`src/rtl/axis_arb_pkg.sv`:
```
// Shared types and helpers for the packet arbiter.
// Latency: n/a (declarations only).
// Backpressure: n/a.
package axis_arb_pkg;

    typedef enum logic {
        IDLE  = 1'b0,
        GRANT = 1'b1
    } arb_state_t;

    // Width of a source index; never narrower than one bit.
    function automatic int src_width(input int n);
        return (n > 1) ? $clog2(n) : 1;
    endfunction

endpackage

```
`src/rtl/axis_rr_pick.sv`:
```
// Round-robin picker: first set request at or after ptr, wrapping upward.
// Latency: purely combinational.
// Backpressure: none; it only looks at the request vector.
module axis_rr_pick
    import axis_arb_pkg::*;
#(
    parameter int NUM_SRC = 4,
    parameter int SRC_W   = src_width(NUM_SRC)
) (
    input  logic [NUM_SRC-1:0] req,
    input  logic [SRC_W-1:0]   ptr,
    output logic [SRC_W-1:0]   idx,
    output logic               any
);

    // Requests rotated so that bit 0 corresponds to the source at ptr.
    logic [2*NUM_SRC-1:0] w_dbl;
    logic [NUM_SRC-1:0]   w_rot;

    assign w_dbl = {req, req} >> ptr;
    assign w_rot = w_dbl[NUM_SRC-1:0];

    // Lowest rotated offset wins; offset is then mapped back to a source index.
    always_comb begin
        int off;
        int sum;
        off = 0;
        sum = 0;
        any = |w_rot;
        for (int k = NUM_SRC - 1; k >= 0; k--) begin
            if (w_rot[k]) begin
                off = k;
            end
        end
        sum = int'(ptr) + off;
        if (sum >= NUM_SRC) begin
            sum = sum - NUM_SRC;
        end
        idx = SRC_W'(sum);
    end

endmodule

```
`src/rtl/axis_pkt_arbiter.sv`:
```
// Packet-level round-robin arbiter, NUM_SRC AXI-Stream inputs onto one output.
// Latency: 1 cycle arbitration in IDLE, then 1 cycle input-to-output per beat.
// Backpressure: granted s_tready drops combinationally when the output is full and m_tready is low.
module axis_pkt_arbiter
    import axis_arb_pkg::*;
#(
    parameter  int NUM_SRC   = 4,
    parameter  int DATA_SIZE = 32,
    parameter  int USER_SIZE = 16,
    localparam int SRC_W     = src_width(NUM_SRC),
    localparam int KEEP_W    = DATA_SIZE / 8
) (
    input  logic                          clk,
    input  logic                          reset,
    input  logic [NUM_SRC-1:0]            s_tvalid,
    output logic [NUM_SRC-1:0]            s_tready,
    input  logic [NUM_SRC-1:0]            s_tlast,
    input  logic [NUM_SRC*DATA_SIZE-1:0]  s_tdata,
    input  logic [NUM_SRC*KEEP_W-1:0]     s_tkeep,
    input  logic [NUM_SRC*USER_SIZE-1:0]  s_tuser,
    output logic                          m_tvalid,
    output logic                          m_tlast,
    input  logic                          m_tready,
    output logic [DATA_SIZE-1:0]          m_tdata,
    output logic [KEEP_W-1:0]             m_tkeep,
    output logic [USER_SIZE-1:0]          m_tuser,
    output logic [SRC_W-1:0]              m_tid,
    output logic                          busy
);

    arb_state_t             r_state;
    logic [SRC_W-1:0]       r_grant_idx;
    logic [SRC_W-1:0]       r_rr_ptr;
    logic                   r_m_tvalid;
    logic                   r_m_tlast;
    logic [DATA_SIZE-1:0]   r_m_tdata;
    logic [KEEP_W-1:0]      r_m_tkeep;
    logic [USER_SIZE-1:0]   r_m_tuser;
    logic [SRC_W-1:0]       r_m_tid;

    logic [SRC_W-1:0]       w_pick_idx;
    logic                   w_pick_any;
    logic [NUM_SRC-1:0]     w_s_tready;
    logic                   w_accept;
    logic                   w_sel_last;
    logic [DATA_SIZE-1:0]   w_sel_data;
    logic [KEEP_W-1:0]      w_sel_keep;
    logic [USER_SIZE-1:0]   w_sel_user;
    logic [SRC_W-1:0]       w_next_ptr;

    logic [DATA_SIZE-1:0]   w_data_arr [NUM_SRC];
    logic [KEEP_W-1:0]      w_keep_arr [NUM_SRC];
    logic [USER_SIZE-1:0]   w_user_arr [NUM_SRC];

    // Unpack the flat per-source payload buses.
    for (genvar gi = 0; gi < NUM_SRC; gi++) begin : g_unpack
        assign w_data_arr[gi] = s_tdata[gi*DATA_SIZE +: DATA_SIZE];
        assign w_keep_arr[gi] = s_tkeep[gi*KEEP_W +: KEEP_W];
        assign w_user_arr[gi] = s_tuser[gi*USER_SIZE +: USER_SIZE];
    end

    axis_rr_pick #(
        .NUM_SRC (NUM_SRC),
        .SRC_W   (SRC_W)
    ) u_pick (
        .req (s_tvalid),
        .ptr (r_rr_ptr),
        .idx (w_pick_idx),
        .any (w_pick_any)
    );

    // Only the granted source sees ready, and only while the output slot can take a beat.
    always_comb begin
        w_s_tready = '0;
        if (r_state == GRANT) begin
            w_s_tready[r_grant_idx] = !r_m_tvalid || m_tready;
        end
    end

    assign w_accept   = |(s_tvalid & w_s_tready);
    assign w_sel_last = s_tlast[r_grant_idx];
    assign w_sel_data = w_data_arr[r_grant_idx];
    assign w_sel_keep = w_keep_arr[r_grant_idx];
    assign w_sel_user = w_user_arr[r_grant_idx];
    assign w_next_ptr = (r_grant_idx == SRC_W'(NUM_SRC - 1)) ? '0 : r_grant_idx + 1'b1;

    // Arbitration FSM plus the single output register stage.
    always_ff @(posedge clk or posedge reset) begin
        if (reset) begin
            r_state     <= IDLE;
            r_grant_idx <= '0;
            r_rr_ptr    <= '0;
            r_m_tvalid  <= 1'b0;
            r_m_tlast   <= 1'b0;
            r_m_tdata   <= '0;
            r_m_tkeep   <= '0;
            r_m_tuser   <= '0;
            r_m_tid     <= '0;
        end else begin
            // Drain first; a beat loaded below in the same cycle overrides it.
            if (m_tready) begin
                r_m_tvalid <= 1'b0;
            end
            case (r_state)
                IDLE: begin
                    if (w_pick_any) begin
                        r_grant_idx <= w_pick_idx;
                        r_state     <= GRANT;
                    end
                end
                GRANT: begin
                    if (w_accept) begin
                        r_m_tvalid <= 1'b1;
                        r_m_tlast  <= w_sel_last;
                        r_m_tdata  <= w_sel_data;
                        r_m_tkeep  <= w_sel_keep;
                        r_m_tuser  <= w_sel_user;
                        r_m_tid    <= r_grant_idx;
                        if (w_sel_last) begin
                            r_rr_ptr <= w_next_ptr;
                            r_state  <= IDLE;
                        end
                    end
                end
                default: r_state <= IDLE;
            endcase
        end
    end

    assign s_tready = w_s_tready;
    assign m_tvalid = r_m_tvalid;
    assign m_tlast  = r_m_tlast;
    assign m_tdata  = r_m_tdata;
    assign m_tkeep  = r_m_tkeep;
    assign m_tuser  = r_m_tuser;
    assign m_tid    = r_m_tid;
    assign busy     = (r_state == GRANT);

endmodule

```
`config.mk`:
```
export PLATFORM = sky130hd
export DESIGN_NAME = axis_pkt_arbiter
export DESIGN_NICKNAME = d
export VERILOG_FILES = /design/src/rtl/axis_arb_pkg.sv /design/src/rtl/axis_rr_pick.sv /design/src/rtl/axis_pkt_arbiter.sv
export SDC_FILE = /design/constraint.sdc
export NUM_CORES = 1
export LEC_CHECK = 0
export CORE_MARGIN = 10
export CORE_UTILIZATION = 35
export DETAILED_ROUTE_END_ITERATION = 7
export PLACE_DENSITY = 0.82
export SETUP_SLACK_MARGIN = 0.3
export SKIP_CTS_REPAIR_TIMING = 1
export SLEW_MARGIN = 20
export SYNTH_ARGS = -nofsm -noshare
export SYNTH_HDL_FRONTEND = slang
export SYNTH_SLANG_ARGS = --single-unit
```
`constraint.sdc`:
```
create_clock -name clk -period 3.33 [get_ports clk]
set_clock_uncertainty 0.2 [all_clocks]
set_input_delay 0.333 -clock clk [delete_from_list [all_inputs] [get_ports clk]]
set_output_delay 0.333 -clock clk [all_outputs]
set_load 0.02 [all_outputs]
```
==> impl_metrics.env <==
export IMPL_start_util_pct=36.28
export IMPL_synth_edff_count=0
export IMPL_drv_cap=0
export IMPL_vias=3322
export IMPL_synth_main_ff_cell="dfrtp_1"
export IMPL_fmax_mhz=363.5
export IMPL_clock_path_buffers=2
export IMPL_core_area_mm2=0.01046
export IMPL_avgSynthCellArea_um2=16.15
export IMPL_power_density_mw_per_mm2=823.8
export IMPL_fp_dieH_um=124.1
export IMPL_worst_ep_required_time_ps=2800
export IMPL_grt_first_pass_wirelength_mm=23.15
export IMPL_leakage_uw=0.002643
export IMPL_critPathKind="flop to primary output"
export IMPL_finalCritPeriodShare_pct=82.61
export IMPL_min_path_type="input port to asynchronous set/reset pin"
export IMPL_final_cell_count_no_fill=652
export IMPL_crit_start="r_grant_idx[0]"
export IMPL_hold_violations=0
export IMPL_rows=37
export IMPL_drive_gt1_share_pct=22.87
export IMPL_clk_latency_ps=330
export IMPL_htree_num_levels=3
export IMPL_clkTransAtPathRegs_ps=70
export IMPL_r2r_slack_ps=620
export IMPL_overflow=0
export IMPL_cts_num_sinks=61
export IMPL_synth_nets=459
export IMPL_min_period_ps=2751
export IMPL_synth_common_cells="61 x dfrtp_1, 54 x mux4_2, 40 x mux2_2"
export IMPL_ys_warn_count=0
export IMPL_yosysTopAreaCellShare_pct=40.21
export IMPL_final_antenna_net_count=0
export IMPL_status="complete, no violations"
export IMPL_critPathCaptureType="primary output"
export IMPL_hpwl_mm=13.76
export IMPL_yosysSeqAreaShare_pct=40.21
export IMPL_crit_chain="inv_1, ha_1, and3_1, clkdlybuf4s50_1"
export IMPL_drt_total_wl_mm=16.07
export IMPL_dpl_cell_count=636
export IMPL_cts_root_buf="clkbuf_8"
export IMPL_slew_viol_final=0
export IMPL_maxSlewHeadroom_pct=52.82
export IMPL_synthToLayoutAreaGrowth_pct=80.75
export IMPL_grt_max_degree=50
export IMPL_multi_input_area_mm2=0.002118
export IMPL_wl_per_cell_um=24.64
export IMPL_ys_types=28
export IMPL_yosysMostFrequentCell="dfrtp_1"
export IMPL_drc=0
export IMPL_hold_ws_ps=242.8
export IMPL_gp_congestion=0.8756
export IMPL_cpPeakStageDelay_ps=750
export IMPL_syn_area_mm2=0.003796
export IMPL_ys_top_cells_by_area="dfrtp_1 40%, mux4_2 32%, mux2_2 12%, mux2_1 4.2%, ha_1 1.6%"
export IMPL_synthCells=235
export IMPL_tightest_slew_ps=706.7
export IMPL_grtUsageTotal_pct=20.18
export IMPL_grt_pass1_vias=3800
export IMPL_peakVddDrop_mv=0.4212
export IMPL_antenna_found_initial=0
export IMPL_cts_buffers=9
export IMPL_diodes=0
export IMPL_regToRegStartpoint="r_grant_idx[0]"
export IMPL_ys_ff_latch=61
export IMPL_firstDrtPassIters=4
export IMPL_cts_tree="yes"
export IMPL_start_kind="flop"
export IMPL_grt_setup_unrepaired="false"
export IMPL_ff_latch_area_mm2=0.001531
export IMPL_ios=280
export IMPL_dieArea_mm2=0.01541
export IMPL_drtIter0Drc=127
export IMPL_finalSetupViolCount=0
export IMPL_cp_max_fo=28
export IMPL_worst_path_max_delay_cell="dfrtp_4"
export IMPL_dieWidth_um=124.1
export IMPL_io_buffers=279
export IMPL_arrival_ps=2220
export IMPL_yosys_area_top_type="dfrtp_1"
export IMPL_async_flop_share_pct=100.0
export IMPL_fin_nets=735
export IMPL_setup_tns_ps=0
export IMPL_fillers=801
export IMPL_vias_per_cell=5.095
[cells in the final DEF (no fill, tap or decap), types with 5 or more instances in the layout]
| master | instances |
|---|---|
| buf_4 | 5 |
| mux2_2 | 40 |
| ha_1 | 5 |
| clkdlybuf4s50_1 | 279 |
| mux2_1 | 14 |
| dfrtp_1 | 59 |
| nor2_1 | 6 |
| nand2_1 | 7 |
| clkbuf_8 | 10 |
| mux4_2 | 54 |
[critical path: cells and delay by family, from the launching register on]
family / cells / cell delay (ps)
simple gates: 1 / 170
buf+inv: 2 / 720
fa+ha+maj: 1 / 250
flops: 1 / 750
[metrics by stage]
step / setup slack, ps / utilization [%] / power, uW / instance area, um2
finish: 579.0 / 65.58 / 5652 / 6862
CTS: 518.5 / 65.58 / 5741 / 6862
floorplan: 718.8 / - / 3675 / 3796
global route: 404.1 / 65.58 / 5995 / 6862
detailed placement: 573.1 / 63.74 / 5085 / 6669
global placement: 660.3 / 63.74 / 4972 / 6669
[where the power goes]
part	switching (uW)	internal (uW)	total, uW
Clock	279	364	643
Sequential	314	1150	1460
Combinational	1540	2010	3550
Total	2130	3520	5650
[state kept, by name, summed over array words and instances, names as in the netlist]
signal,flops
m_tlast,1
m_tkeep,4
m_tvalid,1
m_tdata,32
busy,1
m_tid,2
r_rr_ptr,2
m_tuser,16
r_grant_idx,2
[cell type report]
cell class              count  share of cell area [%]
repair buffers            284                   41.25
multi-input cells         150                   30.87
flip-flops and latches     61                   22.32
well taps                 136                   2.480
clock buffers              12                   2.115
clock inverters             4                  0.6929
inverters                   5                  0.2735
[path summary, 6_finish.rpt]
path                               endpoint  cells after the start
worst max-delay path            s_tready[2]                      4
worst min-delay path            m_tdata[16]                      2
worst max register to register  m_tdata[25]                      6
worst min register to register     m_tid[1]                      2
max in group asynchronous       m_tdata[14]                      3
min in group clk                   m_tid[1]                      2
[cell families (layout without fill, tap and decap cells)]
logic type / count (synthesis) / after routing / share of synthesized area [%]
AO/OA/AOI/OAI: 14 / 14 / 2.736
flip-flops: 61 / 61 / 40.21
AND/OR/NAND/NOR: 20 / 20 / 2.637
adder cells (fa/ha/maj): 5 / 5 / 1.648
XOR/XNOR: 2 / 2 / 0.4615
multiplexers: 109 / 109 / 48.32
buffers and inverters: 24 / 305 / 3.988
[per-layer routing]
layer / wire length (um) / GRT usage, %
met4: 223 / 5.612
met2: 9215 / 38.77
met5: 0 / 0
met1: 5238 / 20.49
met3: 1392 / 6.063
Note: power is estimated with default switching activity, not from simulation.
